===== src/rtl/tone_seq_pkg.sv =====
// Shared types, field widths and note tables for the tone sequencer.
// A note entry is {half_period, duration}; duration 0 terminates the melody.
package tone_seq_pkg;

    localparam int HALF_W = 8;
    localparam int DUR_W  = 16;

    typedef enum logic [2:0] {
        ST_IDLE,
        ST_LOAD,
        ST_PLAY,
        ST_GAP,
        ST_DONE
    } state_t;

    typedef struct packed {
        logic [HALF_W-1:0] half_period;
        logic [DUR_W-1:0]  duration;
    } note_t;

    function automatic note_t mk_note(input logic [HALF_W-1:0] half_period,
                                      input logic [DUR_W-1:0]  duration);
        note_t n;
        n.half_period = half_period;
        n.duration    = duration;
        return n;
    endfunction

    // Half periods are in 48 kHz samples: C5, D5, E5, F5, G5, A5 and back down.
    function automatic note_t melody_note(input logic [31:0] idx);
        note_t n;
        n = '0;
        case (idx)
            0:  n = mk_note(8'd46, 16'd12000);
            1:  n = mk_note(8'd41, 16'd12000);
            2:  n = mk_note(8'd36, 16'd12000);
            3:  n = mk_note(8'd34, 16'd12000);
            4:  n = mk_note(8'd31, 16'd24000);
            5:  n = mk_note(8'd0,  16'd6000);
            6:  n = mk_note(8'd27, 16'd12000);
            7:  n = mk_note(8'd31, 16'd12000);
            8:  n = mk_note(8'd34, 16'd12000);
            9:  n = mk_note(8'd36, 16'd12000);
            10: n = mk_note(8'd41, 16'd12000);
            11: n = mk_note(8'd46, 16'd24000);
            default: n = '0;
        endcase
        return n;
    endfunction

    function automatic note_t test_note(input logic [31:0] idx);
        note_t n;
        n = '0;
        case (idx)
            0:  n = mk_note(8'd4, 16'd16);
            1:  n = mk_note(8'd0, 16'd8);
            default: n = '0;
        endcase
        return n;
    endfunction

endpackage


===== src/rtl/tone_sequencer_note_rom.sv =====
// Combinational note table lookup; entries past the end of a table read as terminators.
module note_rom
    import tone_seq_pkg::*;
#(
    parameter int IDX_W          = 4,
    parameter bit USE_TEST_TABLE = 1'b0
) (
    input  logic [IDX_W-1:0]  idx_i,
    output logic [HALF_W-1:0] half_period_o,
    output logic [DUR_W-1:0]  duration_o
);

    note_t entry;

    always_comb begin
        entry = USE_TEST_TABLE ? test_note(32'(idx_i)) : melody_note(32'(idx_i));
        half_period_o = entry.half_period;
        duration_o    = entry.duration;
    end

endmodule


===== src/rtl/tone_sequencer.sv =====
// Melody controller feeding the codec output FIFO: square-wave notes with silent gaps.
// state | meaning: IDLE wait start | LOAD fetch entry | PLAY note samples | GAP silence | DONE end pulse
module tone_sequencer
    import tone_seq_pkg::*;
#(
    parameter int          NUM_NOTES      = 16,
    parameter logic [31:0] AMPLITUDE      = 32'd10000000,
    parameter logic [15:0] GAP_SAMPLES    = 16'd480,
    parameter bit          USE_TEST_TABLE = 1'b0
) (
    input  logic                         CLOCK_50,
    input  logic                         resetn,
    input  logic                         start,
    input  logic                         stop,
    input  logic                         loop,
    input  logic                         audio_out_allowed,
    output logic                         write_audio_out,
    output logic [31:0]                  left_channel_audio_out,
    output logic [31:0]                  right_channel_audio_out,
    output logic                         busy,
    output logic [$clog2(NUM_NOTES)-1:0] note_index,
    output logic                         done
);

    localparam int              IDX_W    = $clog2(NUM_NOTES);
    localparam logic [IDX_W-1:0] LAST_IDX = IDX_W'(NUM_NOTES - 1);

    state_t             state_q, state_d;
    logic [IDX_W-1:0]   idx_q, idx_d;
    logic [HALF_W-1:0]  half_q, half_d;
    logic [HALF_W-1:0]  phase_q, phase_d;
    logic [DUR_W-1:0]   dur_q, dur_d;
    logic [15:0]        gap_q, gap_d;
    logic               pol_q, pol_d;
    logic               adv;
    logic [HALF_W-1:0]  rom_half;
    logic [DUR_W-1:0]   rom_dur;
    logic [31:0]        sample;

    note_rom #(
        .IDX_W          (IDX_W),
        .USE_TEST_TABLE (USE_TEST_TABLE)
    ) u_rom (
        .idx_i         (idx_q),
        .half_period_o (rom_half),
        .duration_o    (rom_dur)
    );

    // Gating with resetn keeps the FIFO from taking a sample in the reset cycle.
    assign write_audio_out = resetn && audio_out_allowed && !stop &&
                             (state_q == ST_PLAY || state_q == ST_GAP);

    always_comb begin
        sample = '0;
        if (state_q == ST_PLAY && half_q != '0) begin
            sample = pol_q ? AMPLITUDE : -AMPLITUDE;
        end
    end

    assign left_channel_audio_out  = sample;
    assign right_channel_audio_out = sample;
    assign busy       = (state_q != ST_IDLE);
    assign done       = (state_q == ST_DONE) && !stop;
    assign note_index = idx_q;

    always_comb begin
        state_d = state_q;
        idx_d   = idx_q;
        half_d  = half_q;
        phase_d = phase_q;
        dur_d   = dur_q;
        gap_d   = gap_q;
        pol_d   = pol_q;
        adv     = 1'b0;
        case (state_q)
            ST_IDLE: begin
                if (start && !stop) begin
                    state_d = ST_LOAD;
                    idx_d   = '0;
                end
            end
            ST_LOAD: begin
                half_d = rom_half;
                if (rom_dur == '0) begin
                    state_d = ST_DONE;
                end else begin
                    dur_d   = rom_dur;
                    phase_d = '0;
                    pol_d   = 1'b1;
                    state_d = ST_PLAY;
                end
            end
            ST_PLAY: begin
                if (write_audio_out) begin
                    if (phase_q == half_q - 1'b1) begin
                        pol_d   = ~pol_q;
                        phase_d = '0;
                    end else begin
                        phase_d = phase_q + 1'b1;
                    end
                    dur_d = dur_q - 1'b1;
                    if (dur_q == DUR_W'(1)) begin
                        if (GAP_SAMPLES != '0) begin
                            state_d = ST_GAP;
                            gap_d   = GAP_SAMPLES;
                        end else begin
                            adv = 1'b1;
                        end
                    end
                end
            end
            ST_GAP: begin
                if (write_audio_out) begin
                    gap_d = gap_q - 1'b1;
                    if (gap_q == 16'd1) adv = 1'b1;
                end
            end
            ST_DONE: begin
                idx_d   = '0;
                state_d = loop ? ST_LOAD : ST_IDLE;
            end
            default: state_d = ST_IDLE;
        endcase
        // Running off the end of the table behaves like a terminator.
        if (adv) begin
            if (idx_q == LAST_IDX) begin
                state_d = ST_DONE;
            end else begin
                idx_d   = idx_q + 1'b1;
                state_d = ST_LOAD;
            end
        end
        if (stop && state_q != ST_IDLE) begin
            state_d = ST_IDLE;
            idx_d   = '0;
        end
    end

    always_ff @(posedge CLOCK_50) begin
        if (!resetn) begin
            state_q <= ST_IDLE;
            idx_q   <= '0;
            half_q  <= '0;
            phase_q <= '0;
            dur_q   <= '0;
            gap_q   <= '0;
            pol_q   <= 1'b1;
        end else begin
            state_q <= state_d;
            idx_q   <= idx_d;
            half_q  <= half_d;
            phase_q <= phase_d;
            dur_q   <= dur_d;
            gap_q   <= gap_d;
            pol_q   <= pol_d;
        end
    end

endmodule

===== config.mk =====
export PLATFORM = sky130hd
export DESIGN_NAME = tone_sequencer
export DESIGN_NICKNAME = d
export VERILOG_FILES = /design/src/rtl/tone_seq_pkg.sv /design/src/rtl/tone_sequencer_note_rom.sv /design/src/rtl/tone_sequencer.sv
export SDC_FILE = /design/constraint.sdc
export NUM_CORES = 1
export LEC_CHECK = 0
export ABC_AREA = 1
export BUFFER_PORTS_ARGS = -buffer_cell sky130_fd_sc_hd__buf_2
export CAP_MARGIN = 20
export CORE_MARGIN = 2
export CORE_UTILIZATION = 57
export CTS_CLUSTER_DIAMETER = 50
export DETAILED_ROUTE_END_ITERATION = 8
export GPL_ROUTABILITY_DRIVEN = 0
export PLACE_DENSITY_LB_ADDON = 0.15
export SETUP_SLACK_MARGIN = 0.15
export SLEW_MARGIN = 25
export SYNTH_ARGS = -nofsm -noshare
export SYNTH_HDL_FRONTEND = slang
export SYNTH_SLANG_ARGS = --single-unit

===== constraint.sdc =====
create_clock -name CLOCK_50 -period 3.3 [get_ports CLOCK_50]
set_clock_uncertainty 0.05 [all_clocks]
set_input_delay 0.165 -clock CLOCK_50 [delete_from_list [all_inputs] [get_ports CLOCK_50]]
set_output_delay 0.165 -clock CLOCK_50 [all_outputs]
set_load 0.01 [all_outputs]

* Yosys cells after proc, flatten, opt, wreduce, memory -nomap -nowiden
Memory sizes are Yosys's and may differ from the RTL's. A register that Yosys moved wholly into a read port is not among the register bits. Index checks and enable logic that the tools add are counted.
Storage, ports and cells: register bits 56, latch bits 0, memory bits (writable) 0, bits in read-only memories 272, input port bits 6, output and inout bits 71, word-level logic and storage cells 85, memories 1
Operators by class: $add $sub $neg 5, multipliers 0, divide/modulo/power cells 0, magnitude comparators 0, equality and inequality tests 17, shifts and indexed selects 0, muxes and demuxes 33, bitwise logic cells 2, reductions and logical operators 20
Memories:
- (no name shown) | depth 16, width 17, read ports 1, clocked after Yosys merged registers in 1, write ports 0, line tone_seq_pkg.sv:33 | case (idx)
Operator list (count):
- 16-bit two-way mux | 5
- 32-bit two-way mux | 2
- 16-bit one-hot mux with 2 select lines | 2
- 16-bit by 1-bit equality test with 1-bit output, second input constant | 2
- 16-bit by 1-bit subtractor with 16-bit output, second input constant | 2
- 8-bit two-way mux | 3
- 3-bit two-way mux | 6
- 16-bit logical NOT | 1
- 4-bit two-way mux | 4
- 8-bit one-hot mux with 2 select lines | 1
- 3-bit one-hot mux with 5 select lines | 1
- 4-bit AND reduction | 3
- 8-bit by 1-bit adder with 8-bit output, second input constant | 1
- 8-bit equality test | 1
- 2-bit != test, second input constant | 4
- 4-bit one-hot mux with 2 select lines | 1
- 8-bit nonzero test | 1
- 8-bit by 1-bit subtractor with 8-bit output, second input constant | 1
- 1-bit logical AND | 7
- 1-bit two-way mux | 7
- 3-bit by 2-bit equality test with 1-bit output, second input constant | 2
- 3-bit != test, second input constant | 2
- 4-bit by 1-bit adder with 4-bit output, second input constant | 1
- 4-bit equality test, second input constant | 1
- 13 further kinds | 16

* Depth between registers and ports, before layout
Gate-level depths: netlist of run 1.
word-level depth 7, gate-level depth with buffers 14, depth with buffers taken out 14

* Modules after synthesis
From an unflattened synthesis of run 1, not the netlist that was laid out.
Unflattened totals: cell total of the unflattened synthesis 690, area total of the unflattened synthesis 4465.5 um2
By module, submodules not included:
- tone_sequencer | instances 1, cells each 634, area an instance 4102.7 um2, seq. area each 1121.1 um2
- note_rom | instances 1, cells each 56, area an instance 362.8 um2, seq. area each 0.0 um2

* Worst setup path before layout of run 1
OpenSTA, ideal clock, no wires.
path type register to output, from register state_q[0], to output port left_channel_audio_out[11], arrival time 2.553 ns, slack 0.532 ns, cell stages (with the launch flop) 8, cells stage by stage dfxtp_1 > nor2_1 > nand2_1 > inv_2 > clkbuf_1 > nand2_1 > nor2_1 > buf_4
On the way: word-level cells in the longest chain between the ends 3
RTL lines:
- start, declared | line tone_sequencer.sv:28 | state_t state_q, state_d;
- start signal, assigned | line tone_sequencer.sv:149 | state_q <= state_d;
- 3-bit by 2-bit equality test with 1-bit output | line tone_sequencer.sv:55 | if (state_q == ST_PLAY && half_q != '0) begin
- 1-bit logical AND | line tone_sequencer.sv:55
- 32-bit two-way mux | line tone_sequencer.sv:55
- end, declared | line tone_sequencer.sv:18 | output logic [31:0] left_channel_audio_out,
No other way between the ends.

* Final worst setup path of run 1
from register state_q[0], to output port left_channel_audio_out[15]
The elaborated chain is that of the path after synthesis.

==> impl_results.md, run 1 <==
* Synth area leaders: dfxtp_1 31%, nand2_1 13%, buf_4 11%, nor2_1 8.0%, inv_1 5.8%
* Clock root buffer: clkbuf_8
* Post-DRT Antenna Nets at 0
* Dominant cell type by area after synthesis: dfxtp_1
* Max Clock Freq at 390.9 MHz
* Req. time, crit path at 3080 ps
* Register area share after synthesis at 0.3071
* Fin. max-slew vios at 0
* Status: completed
* Worst EP arrival at 2340 ps
* Tmin final at 2558 ps
* Clk sinks at 67
* Cts repair resizes at 0
* Finished Core Util at 0.6182
* Design area at 4532 um^2
* Ys async rst share at 0
* Most common cell after layout, fill and taps aside: nand2_1
* Antenna diodes at 0
* CTS Buf Count at 9
* Mean Syn Cell Area at 6.549 um^2
* DRT iter0 DRCs at 266
* Crit-path slowest cell: nor2_1
* CP delay by family, top: simple AND/OR/NAND/NOR gates
* CP cell instances: nor2_1 -> nand2_1 -> inv_2 -> nand2_1 -> nor2_1 -> buf_2
* Via count at 3997
* Top cell type's share of synthesized area at 0.3071
* Final Hold Fails at 0
* Initial Util at 0.5958
* Clock Tree Buf Depth at 2
* Setup TNS at 0 ps
* Antenna violations before repair at 0
* P&R area growth vs syn at 3.753%
* Die H at 91.54 um
* Buffers on Ports at 62
* Sequential power share at 0.331
* Max cap viols at 0
* Sw Pwr at 1.395 mW
* Largest net degree at the start of global routing at 35
* Yosys warnings at 0
* Met2 Routed Length at 3.904 mm
* Switching Fraction at 0.4435
* Core footprint at 7331 um^2
* Logic pwr share at 0.456
* Post-route clock period utilization at 0.7752
* VDD IR-drop max at 0.4609 mV
* Worst hold margin at 175.5 ps
* Crit-path max FO at 19
* Hold buffer count at CTS at 0
* Top sig layer: met4
* Min-Delay Path Class: primary input to flip-flop
* Final WL at 9.240 mm
* H-Tree Depth at 3
* Worst skew pair latency at 350 ps
* #FFs+latches synth at 67
* Final non-filler cell total at 785
* CTS clk-pin slew, worst paths at 70 ps
* Placed insts at 769
* Mapped Area at 4368 um^2
* Residual DRC count at 0
* Final Setup Violations at 0
* Synth unique cells at 31
* DP HPWL at 6.964 mm
* Total GRT Usage at 0.2272
* Startpoint type of the worst setup path: flip-flop
* Clk network pwr share at 0.213
* PwrDens at 693.8 nW/um^2
* Die Footprint at 8380 um^2
* Leakage power at 2.321 nW
* Grt total ovfl at 0
* Routed vias/inst at 5.092
* First-pass GRT wire length at 15.53 mm
* M1 WL at 4.528 mm
* Row cnt at 31
* Int Pwr at 1.750 mW
* Worst-Margin Slew at 825.1 ps
* Critical path class: flip-flop to output port
* Setup Buffers After CTS at 0
* Ports at 77
* CTS tree: built
* CP Capture Type: output port
* Wire per inst at 11.77 um
* Layout cells sized above 1 at 0.1531
* 1st-pass router iterations at 5
* Met3 WL at 647 um
* Post-synth top flop: dfxtp_1
* Crit path largest cell delay at 430 ps
* Cell Area, Placed at 4339 um^2
* EDFF count, synth at 0
* RSZ-0062 raised after global routing: false
* Commonest cells after routing, fill and taps aside: 148 x nand2_1, 93 x nor2_1, 68 x inv_1
* Die Span X at 91.54 um
* Worst path bufs/invs at 2
* Vias in the first global route at 3351
* Mapped Cells at 667
* Max-slew headroom at 0.4494
* Fin nets at 697
cells in the mapped netlist, types with 4 or more instances:
cell type and count:
nand2_1 148, nor2_1 93, inv_1 68, dfxtp_1 67, buf_4 64, a21oi_1 45
nand3_1 45, o21ai_0 44, xor2_1 22, nor3_1 11, ha_1 10, clkbuf_1 7
inv_2 5, nand4_1 5, nor2_4 5, nand2_2 4, nand3_2 4
path summary, 6_finish.rpt:
check,startpoint,endpoint,slack (ps),depth (start not counted)
max reg2reg,state_q[0],phase_q[3],780,9
min,stop,note_index[0],180,4
min reg2reg,half_q[1],half_q[1],440,2
max,state_q[0],left_channel_audio_out[15],740,6
cell families (layout without fill, tap and decap cells):
kind of cell / count (synthesis) / in the layout / share of synthesized area
and+or+nand+nor: 324 / 324 / 0.3225
buffers and inverters: 148 / 154 / 0.1845
AOI/OAI and AO/OA: 92 / 92 / 0.1063
DFF: 67 / 67 / 0.3071
xor gates and xnor gates: 25 / 25 / 0.05013
adders and majority gates: 10 / 10 / 0.02865
other: 1 / 14 / 0.0008585
layer usage:
metal | global-route usage | up-vias
met5 | 0 | -
met4 | 0.08207 | 0
met3 | 0.02905 | 14
met2 | 0.3456 | 136
met1 | 0.3282 | 1786
li1 | - | 2061
power by group through the flow:
stage	Combinational, mW	Sequential, mW	Clock (mW)
floorplan	1.28	1.02	0
global placement	1.39	1.05	0
detailed placement	1.42	1.05	0
CTS	1.42	1.04	0.683
global route	1.64	1.05	0.717
finish	1.43	1.04	0.671
state kept, by name, indices dropped and copies added (netlist names):
signal,cells
dur_q,16
gap_q,16
u_rom.entry,13
phase_q,8
half_q,6
note_index,4
state_q,3
pol_q,1
worst register-to-register path, stage by stage (launching register included):
cell and delay [ps]:
dfxtp_1 480, nor2_1 110, nand2_1 320, inv_2 240, nand2_1 130, nand3_2 370, inv_2 390, nand2_1 140
nand2_1 140, nor2_1 60
through the flow:
step	setup slack [ps]	total power [mW]
5_1_grt	504.9	3.413
3_5_place_dp	850.7	2.469
6_report	741.9	3.144
3_3_place_gp	928.8	2.446
4_1_cts	719.0	3.140
2_1_floorplan	531.6	2.301
layout make-up:
cell class | count | area [um^2]
well taps | 99 | 123.9
repair buffers | 64 | 325.3
flip-flops and latches | 67 | 1341
inverters | 74 | 279.0
clock buffers | 9 | 123.9
clock inverters | 7 | 68.82
fillers | 696 | 2799
multi-input cells | 465 | 2270
Note: power is estimated with default switching activity, not from simulation.
==> inputs of run 2 (changes only) <==
Settings changed: CORE_UTILIZATION 57 to 51.
Clock period 3.3 ns to 2.3 ns, I/O delays scaled along.
==> run 2 against run 1 <==
  * Sequential cell count unchanged
  * Via count increased by 1.3%
  * Setup slack got worse by 440 ps
  * Final cell count increased by 2.8%
  * Critical path type unchanged
  * Critical endpoint is now left_channel_audio_out[19]
  * Largest cell class unchanged
==> impl_results.md, run 2 (synthesized netlist as in run 1, its figures left out) <==
* Critical path class: flip-flop to output port
* CTS tree: built
* Critical Path Source: state_q[0]
* Fin. max-slew vios at 0 (unchanged)
* Grt total ovfl at 0 (unchanged)
* Max cap viols at 0 (unchanged)
* RSZ-0062 raised after global routing: false
* Tmin final at 1994 ps
* Area of the multi-input gates at 2369 um^2 (+4.4%)
* Finished Core Util at 0.5762 (-0.04198)
* PwrDens at 1019 nW/um^2 (+47%)
* Most common cell after layout, fill and taps aside: nand2_1
* Commonest cells after routing, fill and taps aside: 144 x nand2_1, 86 x nor2_1, 67 x inv_1, 67 x dfxtp_1, 62 x buf_2
* Residual DRC count at 0 (unchanged)
* Setup slack after layout at 306.3 ps (-435.6 ps)
* Min-Delay Path Class: primary input to flip-flop
* Worst skew pair latency at 350 ps (about the same)
* Worst EP arrival at 1830 ps (-510 ps)
* CTS Buf Count at 9 (unchanged)
* Placed insts at 781 (+1.6%)
* Max Clock Freq at 501.6 MHz
* Fillers at 829 (+19%)
* VDD IR-drop max at 0.4330 mV (-6.0%)
* Worst reg2reg path depth at 11 (+2)
* Vias in the first global route at 3440 (+2.7%)
* Status: completed
* Die Footprint at 9321 um^2 (+11%)
* Reg area at 1341 um^2 (unchanged)
* Post-DRT Antenna Nets at 0 (unchanged)
* Row cnt at 33 (+6.5%)
* Final Setup Violations at 0 (unchanged)
* Power Total at 4.851 mW (+54%)
* Die H at 96.55 um (+5.5%)
* Clk sinks at 67 (unchanged)
* Core footprint at 8258 um^2 (+13%)
* Worst hold margin at 94.77 ps (-80.70 ps)
* Ports at 77 (unchanged)
* Total GRT Usage at 0.2119 (-0.01526)
* Die Span X at 96.55 um (+5.5%)
* Largest net degree at the start of global routing at 23 (-34%)
* First-pass GRT wire length at 15.51 mm (about the same)
* Cell Area, Placed at 4399 um^2 (+1.4%)
* H-Tree Depth at 3 (unchanged)
* DRT iter0 DRCs at 126 (-53%)
* Clock root buffer: clkbuf_8
* Req. time, crit path at 2130 ps (-950 ps)
* Max-slew headroom at 0.5721 (+0.1227)
* Final WL at 9.542 mm (+3.3%)
* R2r setup slk at 330 ps (-450 ps)
* CTS clk-pin slew, worst paths at 80 ps (about the same)
* Crit-path max FO at 16 (-3)
* CP Capture Type: output port
* Setup TNS at 0 ps (unchanged)
* Design area at 4758 um^2 (+5.0%)
* RR Startpoint: note_index[0]
* RR Endpoint: u_rom.entry[18]
* DP HPWL at 6.961 mm (about the same)
* Antenna diodes at 0 (unchanged)
* Hold buffer count at CTS at 0 (unchanged)
* Worst-Margin Slew at 641.0 ps (-184.0 ps)
* Via count at 4048 (+1.3%)
* Antenna violations before repair at 0 (unchanged)
* Wire per inst at 11.82 um (+0.45%)
* Leakage power at 2.407 nW (+3.7%)
* 1st-pass router iterations at 5 (unchanged)
* Crit path largest cell delay at 390 ps (-40 ps)
* Clock Tree Buf Depth at 2 (unchanged)
* CP cell instances: nor2_2 -> nand2_2 -> inv_2 -> buf_6 -> nand2_1 -> nor2_1 -> buf_4 -> buf_2
* Startpoint type of the worst setup path: flip-flop
* Initial Util at 0.5289 (-0.06690)
* Final Hold Fails at 0 (unchanged)
* CP Capture Point: left_channel_audio_out[19]
* Crit-path slowest cell: dfxtp_1
* Fin nets at 713 (+2.3%)
* Buffers on Ports at 62 (unchanged)
* Routed vias/inst at 5.016 (-1.5%)
* P&R area growth vs syn at 8.937%
* Layout cells sized above 1 at 0.1895 (+0.03640)
* Final non-filler cell total at 807 (+2.8%)
* Place WS at 195.6 ps (-655.1 ps)
* Post-route clock period utilization at 0.8668
run 2: changes by cell type in the layout (fill, tap and decap cells not counted), sizes merged:
cell      change
inv           +1
bufinv        +1
nor2          +5
clkinvlp      -2
buf          +11
run 2: what timing repair did:
| item | 4_1_cts | 5_1_grt |
|---|---|---|
| endpoints found under the setup margin | 34 | 65 |
| cloned | 1 | 4 |
| pin swaps | 0 | 6 |
| setup buffers | 0 | 5 |
| gates resized for setup | 1 | 19 |
run 2: area by class of cell:
type / count / share of cell area
Timing Repair Buffer: 75 / 0.08651
Inverter: 74 / 0.05916
Clock buffer: 9 / 0.02603
Clock inverter: 7 / 0.02104
Multi-Input combinational cell: 470 / 0.4978
Tap cell: 105 / 0.02761
Sequential cell: 67 / 0.2819
run 2: worst min-delay path by stage:
stage	start	end	slack (ps)	cells after the start
3_3_place_gp	gap_q[12]	gap_q[12]	420	2
5_1_grt	stop	note_index[0]	140	4
4_1_cts	loop	state_q[0]	100	5
3_5_place_dp	dur_q[13]	dur_q[13]	430	2
2_1_floorplan	stop	done	230	1
6_report	loop	state_q[0]	90	5
run 2: report_power, final:
| group | leakage [nW] | switching [mW] | internal, mW | total (mW) |
|---|---|---|---|---|
| registers | 0.544 | 0.198 | 1.33 | 1.52 |
| clock network | 0.114 | 0.495 | 0.618 | 1.11 |
| logic | 1.75 | 1.43 | 0.782 | 2.21 |
run 2: critical path, delay by kind of cell (launching register included):
kind / cells / cell delay, ps
and+or+nand+nor: 4 / 490
DFF: 1 / 390
buffers and inverters: 4 / 610
run 2: metal layers:
| layer | up-vias | wire length [um] | global-route usage | part of all wire |
|---|---|---|---|---|
| met5 | - | 0 | 0 | 0 |
| met4 | 0 | 166 | 0.08333 | 0.017 |
| met3 | 11 | 537 | 0.03258 | 0.056 |
| met2 | 123 | 4484 | 0.3600 | 0.47 |
| met1 | 1810 | 4354 | 0.2697 | 0.46 |
| li1 | 2104 | - | - | - |
